### config.mk
export PLATFORM = sky130hd
export DESIGN_NAME = multicycle_ctrl
export DESIGN_NICKNAME = d
export VERILOG_FILES = /design/src/rtl/multicycle_ctrl_pkg.sv /design/src/rtl/multicycle_ctrl_alu_decoder.sv /design/src/rtl/multicycle_ctrl.sv
export SDC_FILE = /design/constraint.sdc
export NUM_CORES = 1
export LEC_CHECK = 0
export BUFFER_PORTS_ARGS = -buffer_cell sky130_fd_sc_hd__buf_2
export CORE_UTILIZATION = 40
export CTS_CLUSTER_DIAMETER = 200
export DETAILED_ROUTE_END_ITERATION = 8
export PLACE_DENSITY_LB_ADDON = 0.12
export SLEW_MARGIN = 10
export SYNTH_ARGS = -nofsm -noshare
export SYNTH_HDL_FRONTEND = slang
export SYNTH_SLANG_ARGS = --single-unit
### constraint.sdc
create_clock -name clk -period 2.6 [get_ports clk]
set_input_delay 0.26 -clock clk [delete_from_list [all_inputs] [get_ports clk]]
set_output_delay 0.26 -clock clk [all_outputs]
set_load 0.01 [all_outputs]
### src/rtl/multicycle_ctrl_pkg.sv
// Shared types and constants for the RV32I multi-cycle control path.
// Encodings match the datapath mux and immediate-extractor select wiring.
package multicycle_ctrl_pkg;

   typedef enum logic [3:0] {
      S_FETCH,
      S_DECODE,
      S_MEMADR,
      S_MEMREAD,
      S_MEMWB,
      S_MEMWRITE,
      S_EXECR,
      S_EXECI,
      S_ALUWB,
      S_BRANCH,
      S_JAL,
      S_TRAP
   } state_t;

   typedef enum logic [1:0] {
      IMM_I = 2'b00,
      IMM_S = 2'b01,
      IMM_B = 2'b10,
      IMM_J = 2'b11
   } imm_src_t;

   typedef enum logic [2:0] {
      ALU_ADD = 3'b000,
      ALU_SUB = 3'b001,
      ALU_AND = 3'b010,
      ALU_OR  = 3'b011,
      ALU_SLT = 3'b101
   } alu_ctrl_t;

   typedef enum logic [1:0] {
      RES_ALUOUT    = 2'b00,
      RES_DATA      = 2'b01,
      RES_ALURESULT = 2'b10
   } result_src_t;

   typedef enum logic [1:0] {
      SRCA_PC    = 2'b00,
      SRCA_OLDPC = 2'b01,
      SRCA_RS1   = 2'b10
   } src_a_t;

   typedef enum logic [1:0] {
      SRCB_RS2  = 2'b00,
      SRCB_IMM  = 2'b01,
      SRCB_FOUR = 2'b10
   } src_b_t;

   typedef struct packed {
      logic        pc_write;
      logic        adr_src;
      logic        mem_req;
      logic        mem_write;
      logic        ir_write;
      logic        reg_write;
      result_src_t result_src;
      src_a_t      alu_src_a;
      src_b_t      alu_src_b;
      alu_ctrl_t   alu_ctrl;
      imm_src_t    imm_src;
      logic        trap;
   } ctrl_t;

   localparam logic [6:0] OP_LOAD   = 7'b0000011;
   localparam logic [6:0] OP_STORE  = 7'b0100011;
   localparam logic [6:0] OP_RTYPE  = 7'b0110011;
   localparam logic [6:0] OP_ITYPE  = 7'b0010011;
   localparam logic [6:0] OP_BRANCH = 7'b1100011;
   localparam logic [6:0] OP_JAL    = 7'b1101111;

   // Only beq (000) and bne (001) are implemented in the branch state.
   function automatic logic is_beq_bne(input logic [2:0] funct3);
      return (funct3[2:1] == 2'b00);
   endfunction

endpackage

### src/rtl/multicycle_ctrl_alu_decoder.sv
// ALU operation decode from funct3/funct7b5; unknown funct3 falls back to add.
module alu_decoder
   import multicycle_ctrl_pkg::*;
(
   input  logic [2:0] funct3,
   input  logic       funct7b5,
   input  logic       is_rtype,
   output logic [2:0] alu_ctrl
);

   alu_ctrl_t op_sel;

   always_comb begin
      op_sel = ALU_ADD;
      case (funct3)
         3'b000:  op_sel = (is_rtype && funct7b5) ? ALU_SUB : ALU_ADD;
         3'b010:  op_sel = ALU_SLT;
         3'b110:  op_sel = ALU_OR;
         3'b111:  op_sel = ALU_AND;
         default: op_sel = ALU_ADD;
      endcase
   end

   assign alu_ctrl = op_sel;

endmodule

### src/rtl/multicycle_ctrl.sv
// Multi-cycle RV32I control FSM: sequences one shared ALU and memory port,
// stalls on mem_ready, counts retired instructions and traps on bad opcodes.
module multicycle_ctrl
   import multicycle_ctrl_pkg::*;
#(
   parameter int CNT_W        = 32,
   parameter bit TRAP_ILLEGAL = 1'b1
) (
   input  logic             clk,
   input  logic             rst_n,
   input  logic [6:0]       op,
   input  logic [2:0]       funct3,
   input  logic             funct7b5,
   input  logic             zero,
   input  logic             mem_ready,
   output logic             pc_write,
   output logic             adr_src,
   output logic             mem_req,
   output logic             mem_write,
   output logic             ir_write,
   output logic             reg_write,
   output logic [1:0]       result_src,
   output logic [1:0]       alu_src_a,
   output logic [1:0]       alu_src_b,
   output logic [2:0]       alu_ctrl,
   output logic [1:0]       imm_src,
   output logic             trap,
   output logic [CNT_W-1:0] instret
);

   state_t     state;
   state_t     state_next;
   logic       retire;
   logic [2:0] alu_dec;
   ctrl_t      ctrl;
   ctrl_t      ctrl_gated;

   alu_decoder u_alu_decoder (
      .funct3   (funct3),
      .funct7b5 (funct7b5),
      .is_rtype (op == OP_RTYPE),
      .alu_ctrl (alu_dec)
   );

   always_ff @(posedge clk or negedge rst_n) begin
      if (!rst_n) state <= S_FETCH;
      else        state <= state_next;
   end

   // retire marks every transition into FETCH that completes an instruction.
   always_comb begin
      state_next = state;
      retire     = 1'b0;
      case (state)
         S_FETCH: begin
            if (mem_ready) state_next = S_DECODE;
         end
         S_DECODE: begin
            case (op)
               OP_LOAD, OP_STORE: state_next = S_MEMADR;
               OP_RTYPE:          state_next = S_EXECR;
               OP_ITYPE:          state_next = S_EXECI;
               OP_BRANCH:         state_next = S_BRANCH;
               OP_JAL:            state_next = S_JAL;
               default: begin
                  if (TRAP_ILLEGAL) begin
                     state_next = S_TRAP;
                  end else begin
                     state_next = S_FETCH;
                     retire     = 1'b1;
                  end
               end
            endcase
         end
         S_MEMADR:   state_next = (op == OP_STORE) ? S_MEMWRITE : S_MEMREAD;
         S_MEMREAD: begin
            if (mem_ready) state_next = S_MEMWB;
         end
         S_MEMWB: begin
            state_next = S_FETCH;
            retire     = 1'b1;
         end
         S_MEMWRITE: begin
            if (mem_ready) begin
               state_next = S_FETCH;
               retire     = 1'b1;
            end
         end
         S_EXECR:    state_next = S_ALUWB;
         S_EXECI:    state_next = S_ALUWB;
         S_ALUWB: begin
            state_next = S_FETCH;
            retire     = 1'b1;
         end
         S_BRANCH: begin
            if (is_beq_bne(funct3)) begin
               state_next = S_FETCH;
               retire     = 1'b1;
            end else begin
               state_next = S_TRAP;
            end
         end
         S_JAL: begin
            state_next = S_FETCH;
            retire     = 1'b1;
         end
         S_TRAP:     state_next = S_TRAP;
         default:    state_next = S_FETCH;
      endcase
   end

   always_comb begin
      ctrl = '0;
      case (state)
         S_FETCH: begin
            ctrl.mem_req    = 1'b1;
            ctrl.alu_src_a  = SRCA_PC;
            ctrl.alu_src_b  = SRCB_FOUR;
            ctrl.alu_ctrl   = ALU_ADD;
            ctrl.result_src = RES_ALURESULT;
            ctrl.ir_write   = mem_ready;
            ctrl.pc_write   = mem_ready;
         end
         S_DECODE: begin
            ctrl.alu_src_a = SRCA_OLDPC;
            ctrl.alu_src_b = SRCB_IMM;
            ctrl.imm_src   = IMM_B;
         end
         S_MEMADR: begin
            ctrl.alu_src_a = SRCA_RS1;
            ctrl.alu_src_b = SRCB_IMM;
            ctrl.imm_src   = (op == OP_STORE) ? IMM_S : IMM_I;
         end
         S_MEMREAD: begin
            ctrl.mem_req = 1'b1;
            ctrl.adr_src = 1'b1;
         end
         S_MEMWRITE: begin
            ctrl.mem_req   = 1'b1;
            ctrl.adr_src   = 1'b1;
            ctrl.mem_write = mem_ready;
         end
         S_MEMWB: begin
            ctrl.result_src = RES_DATA;
            ctrl.reg_write  = 1'b1;
         end
         S_EXECR: begin
            ctrl.alu_src_a = SRCA_RS1;
            ctrl.alu_src_b = SRCB_RS2;
            ctrl.alu_ctrl  = alu_ctrl_t'(alu_dec);
         end
         S_EXECI: begin
            ctrl.alu_src_a = SRCA_RS1;
            ctrl.alu_src_b = SRCB_IMM;
            ctrl.imm_src   = IMM_I;
            ctrl.alu_ctrl  = alu_ctrl_t'(alu_dec);
         end
         S_ALUWB: begin
            ctrl.result_src = RES_ALUOUT;
            ctrl.reg_write  = 1'b1;
         end
         S_BRANCH: begin
            ctrl.alu_src_a  = SRCA_RS1;
            ctrl.alu_src_b  = SRCB_RS2;
            ctrl.alu_ctrl   = ALU_SUB;
            ctrl.result_src = RES_ALUOUT;
            ctrl.pc_write   = is_beq_bne(funct3) & (zero ^ funct3[0]);
         end
         S_JAL: begin
            ctrl.alu_src_a  = SRCA_OLDPC;
            ctrl.alu_src_b  = SRCB_FOUR;
            ctrl.alu_ctrl   = ALU_ADD;
            ctrl.result_src = RES_ALUOUT;
            ctrl.imm_src    = IMM_J;
            ctrl.pc_write   = 1'b1;
            ctrl.reg_write  = 1'b1;
         end
         S_TRAP: begin
            ctrl.trap = 1'b1;
         end
         default: ctrl = '0;
      endcase
   end

   // FETCH is the reset state, so its request/enables must be masked while rst_n is low.
   assign ctrl_gated = rst_n ? ctrl : '0;

   assign pc_write   = ctrl_gated.pc_write;
   assign adr_src    = ctrl_gated.adr_src;
   assign mem_req    = ctrl_gated.mem_req;
   assign mem_write  = ctrl_gated.mem_write;
   assign ir_write   = ctrl_gated.ir_write;
   assign reg_write  = ctrl_gated.reg_write;
   assign result_src = ctrl_gated.result_src;
   assign alu_src_a  = ctrl_gated.alu_src_a;
   assign alu_src_b  = ctrl_gated.alu_src_b;
   assign alu_ctrl   = ctrl_gated.alu_ctrl;
   assign imm_src    = ctrl_gated.imm_src;
   assign trap       = ctrl_gated.trap;

   always_ff @(posedge clk or negedge rst_n) begin
      if (!rst_n)      instret <= '0;
      else if (retire) instret <= instret + CNT_W'(1);
   end

endmodule

# Yosys cells after proc, flatten, opt, wreduce, memory -nomap -nowiden
# Cells that the tools add are included.
# classes
addsub	1
eq_ne	23
n_mux	25
bitwise	2
n_reduce_logical	12
# op_table
operator	count
case mux 4 bit (5 select lines)	2
adder 32 x 1 -> 32 bit, second input constant	1
case mux 4 bit (8 select lines)	1
two-way mux 18 bit	1
equality test 4 x 3 -> 1 bit, second input constant	4
equality test 4 bit, second input constant	4
two-way mux 4 bit	4
equality test 7 x 6 -> 1 bit, second input constant	2
equality test 7 bit, second input constant	2
case mux 3 bit (4 select lines)	1
two-way mux 1 bit	10
OR reduction 2 bit	5
equality test 4 x 2 -> 1 bit, second input constant	2
equality test 7 x 2 -> 1 bit, second input constant	1
equality test 7 x 5 -> 1 bit, second input constant	1
equality test 3 bit, second input constant	2
inequality test 2 bit, second input constant	3
case mux 1 bit (3 select lines)	2
case mux 2 bit (3 select lines)	1
case mux 3 bit (2 select lines)	1
OR reduction 3 bit	2
equality test 4 x 1 -> 1 bit, second input constant	1
logical NOT 4 bit	1
case mux 2 bit (2 select lines)	1
other kinds (8)	8
# totals
ff_bits	36
input_bits	15
output_inout_bits	50
elab_cells	65

# Depth between registers and ports, before layout
# Gate-level depths: netlist of run 1.
# depth
ltp_word	6
depth_mapped	7
depth_no_buf	5

# Cells and area by module
# A second synthesis of run 1 with hierarchy kept.
# unflattened
hier_cells	244
area_unflattened_um2	2406.1
# modules_own_cells
module	n_inst	cells_per_inst	area_each_um2	seq_area_each_um2
multicycle_ctrl	1	239	2377.3	900.9
alu_decoder	1	5	28.8	0.0

# Worst setup path after synthesis of run 1
# OpenSTA, ideal clock, no wires.
# synth_timing
path_type	register -> output
startpoint	register state[1]
endpoint	output alu_src_b[1]
arrival_time_ps	1419
required_ps	2340
slack_ps	921
path_stages_with_launch	5
n_path_buf	2
path_cell_list	dfrtp_1 > clkbuf_1 > clkbuf_1 > xor2_1 > nor4b_1
# synth_between
elab_chain_len	4
elab_cells_between_ends	11
cone_classes	eq/ne (6); mux (2); reduce/logical (3)
# synth_lines
element	line	rtl
start, declared	multicycle_ctrl.sv:31	state_t state;
start signal, assigned	multicycle_ctrl.sv:47	else state <= state_next;
equality test 4 bit, or another cell as far along	multicycle_ctrl.sv:114	case (state)
OR reduction 2 bit (no source line)	n/a	
case mux 4 bit (5 select lines) (*)	multicycle_ctrl.sv:114	
two-way mux 18 bit (*)	multicycle_ctrl.sv:186	assign ctrl_gated = rst_n ? ctrl : '0;
end, declared	multicycle_ctrl.sv:24	output logic [1:0] alu_src_b,
# Every way passes the cells marked *; elsewhere a longest branch is shown, timed or not.

# Worst setup path in the final report of run 1
# layout_timing
startpoint	register state[1]
endpoint	output pc_write
# layout_between
elab_chain_len	3
elab_cells_between_ends	5
cone_classes	eq/ne (2); mux (2); reduce/logical (1)
# layout_lines
element	line	rtl
equality test 4 bit / logical NOT 4 bit (equally long branches)	multicycle_ctrl.sv:114	
case mux 1 bit (3 select lines) (*)	multicycle_ctrl.sv:114	
two-way mux 18 bit (*)	multicycle_ctrl.sv:186	
end, declared	multicycle_ctrl.sv:16	output logic pc_write,
# Marked as above.

==> metrics.cfg, run 1 <==
[worst_hold_path]
min_delay_path_depth=4
min_path_type=in -> reg

[route]
first_pass_iters=4
drt_drc_violations_left=0
wl_um=4920
wl_per_cell_um=13.4
via_count=1897
drtAntennaViolNets=0
drt-initial-drc-count=46
vias_per_cell=5.17

[power_and_ir_drop]
power.density_nw_per_um2=801
ir_worst_vdd_v=0.000373
leakagePower_uw=0.00129

[sta]
relSlewSlack=0.686
finalMaxSlewViolations=0
finalClockSkew_ps=8.09
min_period_ps=2170
hold_slack_ps=335
finalSetupViolations=0
worst_pin_slew_ps=471
finalHoldViolCount=0
fmax_mhz=461
fin_tns_setup_ps=0
rsz0062_at_grt=no
min_period_over_period=0.835

[logic_synthesis]
synth_nets=246
synth-edff-count=0
synth_async_sr_flop_share=1.00
synth_cells=230
synth_area_um2=2150
syn_area_per_cell_um2=9.35
ys_seq_area_frac=0.419
synth_warnings=0
dominantRegCellSynth=dfrtp_1
yosys_register_bits=36
synth_cell_types=45

[placement]
io_buffer_count=64
place_hpwl_um=3660
gp_congestion=0.873

[worst_setup_path]
critPathMaxStageDelay_ps=550
crit_type=reg -> out
worstPathRequired_ps=2340
critPathSlowestCell=dfrtp_1
cp-end-kind=primary output
worstPathCellList=inv_1, nand2_1, nor4_1, o21ai_0, a21oi_1, buf_2
arrival_ps=1910
startpoint_type=flip-flop
worst-r2r-cell-count=6
worstPathMaxFanout=14

[cts]
htreeDepth=2
cts_buffers=5
post_cts_resized=0
cts_root_buf=clkbuf_8
clock_latency_ps=290
cts.hold.buffers_added=1
post_cts_buffers=0
cts_buffer_depth=2
path_clk_slew_ps=60
clkSinkCount=36
cts_tree=built

[global_route]
track_usage=0.188
grt.overflow.total=0
grt_first_pass_wirelength_um=8090
grt_antenna_before_repair=0
grt_pass1_vias=1785
grt_start_max_net_pins=32

[finish]
area_growth_pct=24.2
antennaDiodeCount=0
fin_util=0.519
finalNetCount=312
drive_above_1_share=0.286

[flow_run]
maxCapViolations=0

[die]
die_h_um=75.3
die-area_um2=5670
initial_utilization=0.418
core_area_um2=5140
top_level_ports=65
rows=26
fp.dieW_um=75.3

[run_status]
status=finished, final reports clean

[path summary, 6_finish.rpt]
| kind | from | to | slack (ps) |
|---|---|---|---|
| worst max-delay path | state[1] | pc_write | 430 |
| worst min-delay path | op[6] | state[1] | 340 |
| worst max register to register | state[2] | instret[10] | 550 |
| worst min register to register | instret[31] | instret[31] | 460 |
| max in group asynchronous | rst_n | instret[26] | 1520 |
| min in group asynchronous | rst_n | instret[2] | 400 |
[cells by family after synthesis]
kind of cell | count (synthesis) | share of synthesized area
flip-flops | 36 | 0.419
AO/OA/AOI/OAI | 29 | 0.0914
multiplexers | 1 | 0.00524
XOR/XNOR | 35 | 0.143
adder cells (fa/ha/maj) | 1 | 0.00582
buffers and inverters | 17 | 0.0390
AND/OR/NAND/NOR | 111 | 0.297
[final cells by class]
class                   count  area, um^2
fillers                   513        2470
multi-input cells         177        1160
flip-flops and latches     36         901
repair buffers             70         368
clock buffers               7        96.3
well taps                  70        87.6
clock inverters             1        30.0
inverters                   6        22.5
[power breakdown]
| group | switching, uW | internal [uW] | leakage (uW) |
|---|---|---|---|
| logic | 447 | 367 | 0.000749 |
| clock network | 196 | 338 | 0.0000645 |
| registers | 150 | 640 | 0.000479 |
| total | 793 | 1350 | 0.00129 |
[placed cells by master (no fill, tap or decap), types with 2 or more instances in the layout]
cell,n
a21oi_1,6
a31oi_1,2
and2_1,4
and3_1,7
and4_1,6
buf_2,64
buf_4,5
clkbuf_8,7
dfrtp_1,36
inv_1,6
nand2_1,15
nand2b_1,3
nand3_1,20
nand4_1,8
nor2_1,17
nor2b_1,6
nor3_1,11
nor4_1,3
o21a_1,5
o21ai_0,7
xnor2_1,27
xor2_1,8
[metal layers]
layer  share of wire  track usage  up-vias
met5               0            0        -
met1            0.47        0.247      892
li1                -            -      944
met2            0.47        0.309       55
met3           0.047       0.0450        6
met4           0.012       0.0597        0
[state kept, by name, indices dropped and copies added, names as in the netlist]
signal	count
instret	32
state	4
[Yosys cell counts (all sizes together) (4+ instances only)]
cell type	instances	area, um^2
o21a	5	37.5
clkbuf	4	15.0
nand3	20	100
nand2b	4	32.5
nor2b	6	37.5
xnor2	27	236
buf	7	46.3
a21oi	6	30.0
o21ai	8	43.8
and2	4	25.0
and4	6	52.6
and3	7	43.8
dfrtp	36	901
nor2	17	63.8
xor2	8	70.1
nand4	9	62.6
nor3	12	71.3
nor4	4	31.3
inv	6	22.5
nand2	15	56.3
[critical path, delay by kind of cell, from the launching register on]
family,cells,cell delay (ps)
simple gates,2,420
compound gates,2,260
buf+inv,2,400
flops,1,550
[metrics by stage]
step	worst slack [ps]	instance area (um^2)	total power [uW]	instances
2_1_floorplan	921	2150	1360	230
3_3_place_gp	622	2530	1620	358
3_5_place_dp	552	2530	1620	358
4_1_cts	428	2670	2160	367
5_1_grt	281	2670	2300	367
6_report	429	2670	2140	367
Note: power is estimated with default switching activity, not from simulation.
==> inputs of run 2 (changes only) <==
- ABC_AREA: default -> 1
- clock period: 2.6 -> 1.9 ns (I/O delays scaled with it)
==> run 2 against run 1 <==
Effect of this change:
- clock power down 0.7%
- power up 32%
- critical path type is now in -> out
- via count up 52%
- largest power group unchanged
==> metrics.cfg, run 2 <==
[run_status]
status=finished, final reports clean

[finish]
fin_util=0.493
area_growth_pct=18.9
reg_top3=instret x32, state x4
finalNetCount=525
final_common_cell=nand2_1
drive_above_1_share=0.173
largest_register=instret
largest_reg_flops=32
final_cell_mix=nand2_1 (187), nor2_1 (83), buf_2 (64)
antennaDiodeCount=0

[logic_synthesis]
synth_nets=455
yosys_register_bits=36
synth_warnings=0
synth_area_um2=2650
yosys-top-cells-count=nand2_1 (187), nor2_1 (86), inv_1 (43)
synthTopCellsByArea=dfrtp_1 (34%), nand2_1 (26%), nor2_1 (12%), inv_1 (6.1%), nand3_1 (4.3%)
synth_async_sr_flop_share=1.00
ys_seq_area_frac=0.340
dominantRegCellSynth=dfrtp_1
syn_area_per_cell_um2=6.03
synth-edff-count=0
synth_most_common_cell=nand2_1
synth_top_area_share=0.340
synth_cell_types=25
yosysTopAreaCell=dfrtp_1
synth_cells=439

[die]
rows=29
initial_utilization=0.415
fp.dieW_um=83.4
die-area_um2=6950
die_h_um=83.4
top_level_ports=65
core_area_um2=6390

[cts]
cts_root_buf=clkbuf_8
clkSinkCount=36
htreeDepth=2
post_cts_buffers=0
cts_buffer_depth=2
clock_latency_ps=300
path_clk_slew_ps=60
cts_tree=built
cts_buffers=5

[worst_hold_path]
min-delay-start=mem_ready
min_path_type=in -> reg

[route]
vias_per_cell=4.91
drt_drc_violations_left=0
drt-initial-drc-count=189
via_count=2878
drtAntennaViolNets=0
wl_um=7390
wl_per_cell_um=12.6
first_pass_iters=5

[global_route]
track_usage=0.228
grt_pass1_vias=2753
grt_antenna_before_repair=0
grt_start_max_net_pins=33
grt_first_pass_wirelength_um=12800
grt.overflow.total=0

[sta]
fin_tns_setup_ps=0
fmax_mhz=556
min_period_ps=1800
finalSetupViolations=0
min_period_over_period=0.947
hold_slack_ps=204
setup_slack_ps=99.8
finalClockSkew_ps=11.4
worst_pin_slew_ps=418
relSlewSlack=0.722
finalMaxSlewViolations=0
rsz0062_at_grt=no
finalHoldViolCount=0

[worst_setup_path]
r2r_start=state[0]
worstPathRequired_ps=1710
startpoint=rst_n
worstPathMaxFanout=14
rrSetupSlack_ps=230
endpoint=result_src[0]
startpoint_type=primary input
crit_type=in -> out
path_delay_family=buffers and inverters
critPathMaxStageDelay_ps=520
cp-end-kind=primary output
worstPathCellList=dlygate4sd3_1, buf_2, inv_1, nor3_1, buf_2
arrival_ps=1610
critPathSlowestCell=dlygate4sd3_1
worst-r2r-cell-count=8
crit_top_cell=buf_2
worst-path-buf-inv=4
worstSetupPathDepth=5
r2r_end=instret[28]

[power_and_ir_drop]
clkPwrFrac=0.188
internal_power_uw=1530
ir_worst_vdd_v=0.000570
power.density_nw_per_um2=897
seqPwrFrac=0.357
switching_share=0.457
leakagePower_uw=0.00162
switchingPower_uw=1290
power_frac_comb=0.456

[placement]
preCtsSetupSlack_ps=162
place_hpwl_um=5780
io_buffer_count=64
gp_congestion=0.924

[flow_run]
maxCapViolations=0

## run 2: cell types whose count changed after synthesis, sizes merged, moves of 7 or more
cell and delta:
nor3 -8, nor2 +72, xnor2 -20, inv +41, nand2 +175, and3 -7
## run 2: timing repair
item,4_1_cts,5_1_grt
setup endpoints to repair,1,15
endpoints found under the hold margin,4,0
gates cloned,0,0
resized for setup,1,6
hold buffers,1,0
## run 2: cells by family (layout without fill, tap and decap cells)
logic type,after synthesis,count (layout),share of synthesized area
buf+inv,53,123,0.0864
simple gates,314,314,0.480
xor+xnor,14,14,0.0463
fa+ha+maj,1,1,0.00472
flops,36,36,0.340
compound gates,21,21,0.0425
## run 2: through the flow
step	instances	cell area, um^2	power (uW)
after floorplan	439	2650	1940
after global placement	578	3040	2270
after detailed placement	578	3040	2260
after CTS	586	3130	2800
after global routing	586	3150	3060
final	586	3150	2830
## run 2: power groups by stage
stage	sequential, uW	combinational [uW]	clock [uW]
2_1_floorplan	1010	935	0
3_3_place_gp	1010	1260	0
3_5_place_dp	1010	1250	0
4_1_cts	994	1270	545
5_1_grt	1020	1450	580
6_report	1010	1290	530
## run 2: how the worst min path moves through the flow
stage	end	cells after the start
2_1_floorplan	instret[0]	0
3_3_place_gp	state[3]	1
3_5_place_dp	state[3]	1
4_1_cts	state[1]	2
5_1_grt	state[1]	2
6_report	state[1]	2
## run 2: cell type report
cell class	count	area (um^2)
fillers	731	3240
well taps	77	96.3
repair buffers	69	360
inverters	47	179
clock inverters	1	5.00
multi-input cells	350	1540
clock buffers	6	72.6
flip-flops and latches	36	901
## run 2: routing by layer
metal  GRT usage  wire [um]  up-vias
li1            -          -     1485
met1       0.303       3530     1298
met2       0.379       3400       85
met3      0.0348        353       10
met4      0.0752        108        0
met5           0          0        -
==> inputs of run 3 (changes only) <==
- SYNTH_HIERARCHICAL: default -> 1
==> run 3 against run 2 <==
Effect of this change:
- non-clock buffer count up 2
- worst hold slack worse by 25 ps
- fmax up 1.9%
- die area down 2.5%
- clock-buffer cell count unchanged
- combinational power about the same
- global-route usage about the same
- routed wire length down 4.1%
- clock power up 10%
- cell count down 2.6%
- synthesized cell count down 3.6%
- largest cell class unchanged
- setup slack better by 34 ps
==> metrics.cfg, run 3 <==
[worst_hold_path]
min_path_type=in -> reg

[sta]
min_period_ps=1770
finalMaxSlewViolations=0
finalHoldViolCount=0
min_period_over_period=0.929
fin_tns_setup_ps=0
finalSetupViolations=0
finalClockSkew_ps=6.79
worst_pin_slew_ps=465
fmax_mhz=566
rsz0062_at_grt=no
relSlewSlack=0.688

[run_status]
status=finished, final reports clean

[worst_setup_path]
critPathMaxStageDelay_ps=450
worstPathCellList=inv_1, nand2_1, nor2_1, inv_1, o21ai_1, a31oi_1, nor2_1, buf_2
worst-path-buf-inv=3
worstPathMaxFanout=6
critPathSlowestCell=dfrtp_2
cp-end-kind=primary output
worstPathRequired_ps=1710
rrSetupSlack_ps=210
arrival_ps=1580
crit_type=reg -> out
startpoint_type=flip-flop
path_delay_family=flip-flops

[placement]
place_hpwl_um=5560
gp_congestion=0.905
io_buffer_count=64
placed_area_um2=2990

[route]
wl_per_cell_um=12.4
wl_um=7090
drtAntennaViolNets=0
via_count=2805
drt_drc_violations_left=0
drt-initial-drc-count=160
vias_per_cell=4.91
first_pass_iters=5

[cts]
cts_buffer_depth=2
path_clk_slew_ps=70
htreeDepth=2
clkSinkCount=36
cts_tree=built
cts_buffers=5
cts_root_buf=clkbuf_8
clock_latency_ps=300

[logic_synthesis]
synth_cell_types=26
synth_async_sr_flop_share=1.00
synth_most_common_cell=nand2_1
yosys_register_bits=36
dominantRegCellSynth=dfrtp_1
syn_area_per_cell_um2=6.10
ys_seq_area_frac=0.349
synth_top_area_share=0.349
synth_nets=439
synth-edff-count=0
synth_cells=423
synth_warnings=6
synthTopCellsByArea=dfrtp_1 (35%), nand2_1 (26%), nor2_1 (12%), inv_1 (6.4%), nand3_1 (3.1%)
synth_area_um2=2580
yosys-top-cells-count=nand2_1 (178), nor2_1 (82), inv_1 (44)
yosysTopAreaCell=dfrtp_1

[global_route]
grt_first_pass_wirelength_um=11700
grt.overflow.total=0
grt_start_max_net_pins=23
track_usage=0.228
grt_pass1_vias=2473
grt_antenna_before_repair=0

[finish]
final_common_cell=nand2_1
reg_top3=instret x32, state x4
area_growth_pct=20.1
fin_util=0.511
largest_register=instret
final_cell_mix=nand2_1 (177), nor2_1 (80), buf_2 (64)
antennaDiodeCount=0
finalNetCount=511
largest_reg_flops=32
fin_area_um2=3100
drive_above_1_share=0.175

[power_and_ir_drop]
ir_worst_vdd_v=0.000518
leakagePower_uw=0.00161
power.density_nw_per_um2=924

[die]
die_h_um=82.3
fp.dieW_um=82.3
initial_utilization=0.426
core_area_um2=6060
die-area_um2=6770
top_level_ports=65
rows=28

[flow_run]
maxCapViolations=0

[run 3: changes by cell type in the layout (fill, tap and decap cells not counted), moves of 3 or more]
cell,change
nor3_1,+4
nor2_4,-4
nand3_1,-7
nor2_1,-3
nand2_1,-10
o21ai_0,-3
[run 3: cell families after synthesis]
kind of cell    synth area share
buf+inv                   0.0873
simple gates               0.462
fa+ha+maj                0.00485
xor+xnor                  0.0543
flops                      0.349
compound gates            0.0422
[run 3: final timing paths]
kind | start | endpoint | depth (start not counted)
worst max register to register | state[3] | instret[2] | 8
worst min-delay path | mem_ready | state[1] | 2
min in group asynchronous | rst_n | instret[2] | 3
worst min register to register | instret[8] | instret[8] | 1
max in group asynchronous | rst_n | state[0] | 3
worst max-delay path | state[0] | pc_write | 8
[run 3: repair_timing]
action,CTS,global route
gates resized for setup,0,5
hold buffers,1,0
endpoints found under the setup margin,0,5
hold endpoints to repair,36,0
buffers inserted,0,0
[run 3: power breakdown]
part           total [uW]  internal (uW)  switching, uW
sequential            998            876            122
clock                 583            290            293
combinational        1280            419            863
[run 3: metal layers]
metal  wire length (um)  vias to the layer above  track usage  share of wire
met3                462                        4       0.0385          0.065
met4                 42                        0       0.0421         0.0059
met2               2930                       92        0.340           0.41
li1                   -                     1440            -              -
met5                  0                        -            0              0
met1               3650                     1269        0.343           0.52
[run 3: per-stage QoR]
stage / instances / worst slack, ps / hold WS (ps) / power (uW)
after floorplan: 423 / 414 / -106 / 1910
after global placement: 562 / 169 / 270 / 2280
after detailed placement: 562 / 184 / 260 / 2270
after CTS: 571 / 52.6 / 165 / 2860
after global routing: 571 / 2.18 / 194 / 3070
final: 571 / 134 / 179 / 2860
[run 3: layout make-up]
| type | count | area, um^2 |
|---|---|---|
| Clock buffer | 6 | 82.6 |
| Multi-Input combinational cell | 335 | 1460 |
| Inverter | 46 | 173 |
| Clock inverter | 2 | 10.0 |
| Sequential cell | 36 | 902 |
| Tap cell | 75 | 93.8 |
| Fill cell | 647 | 2960 |
| Timing Repair Buffer | 71 | 375 |
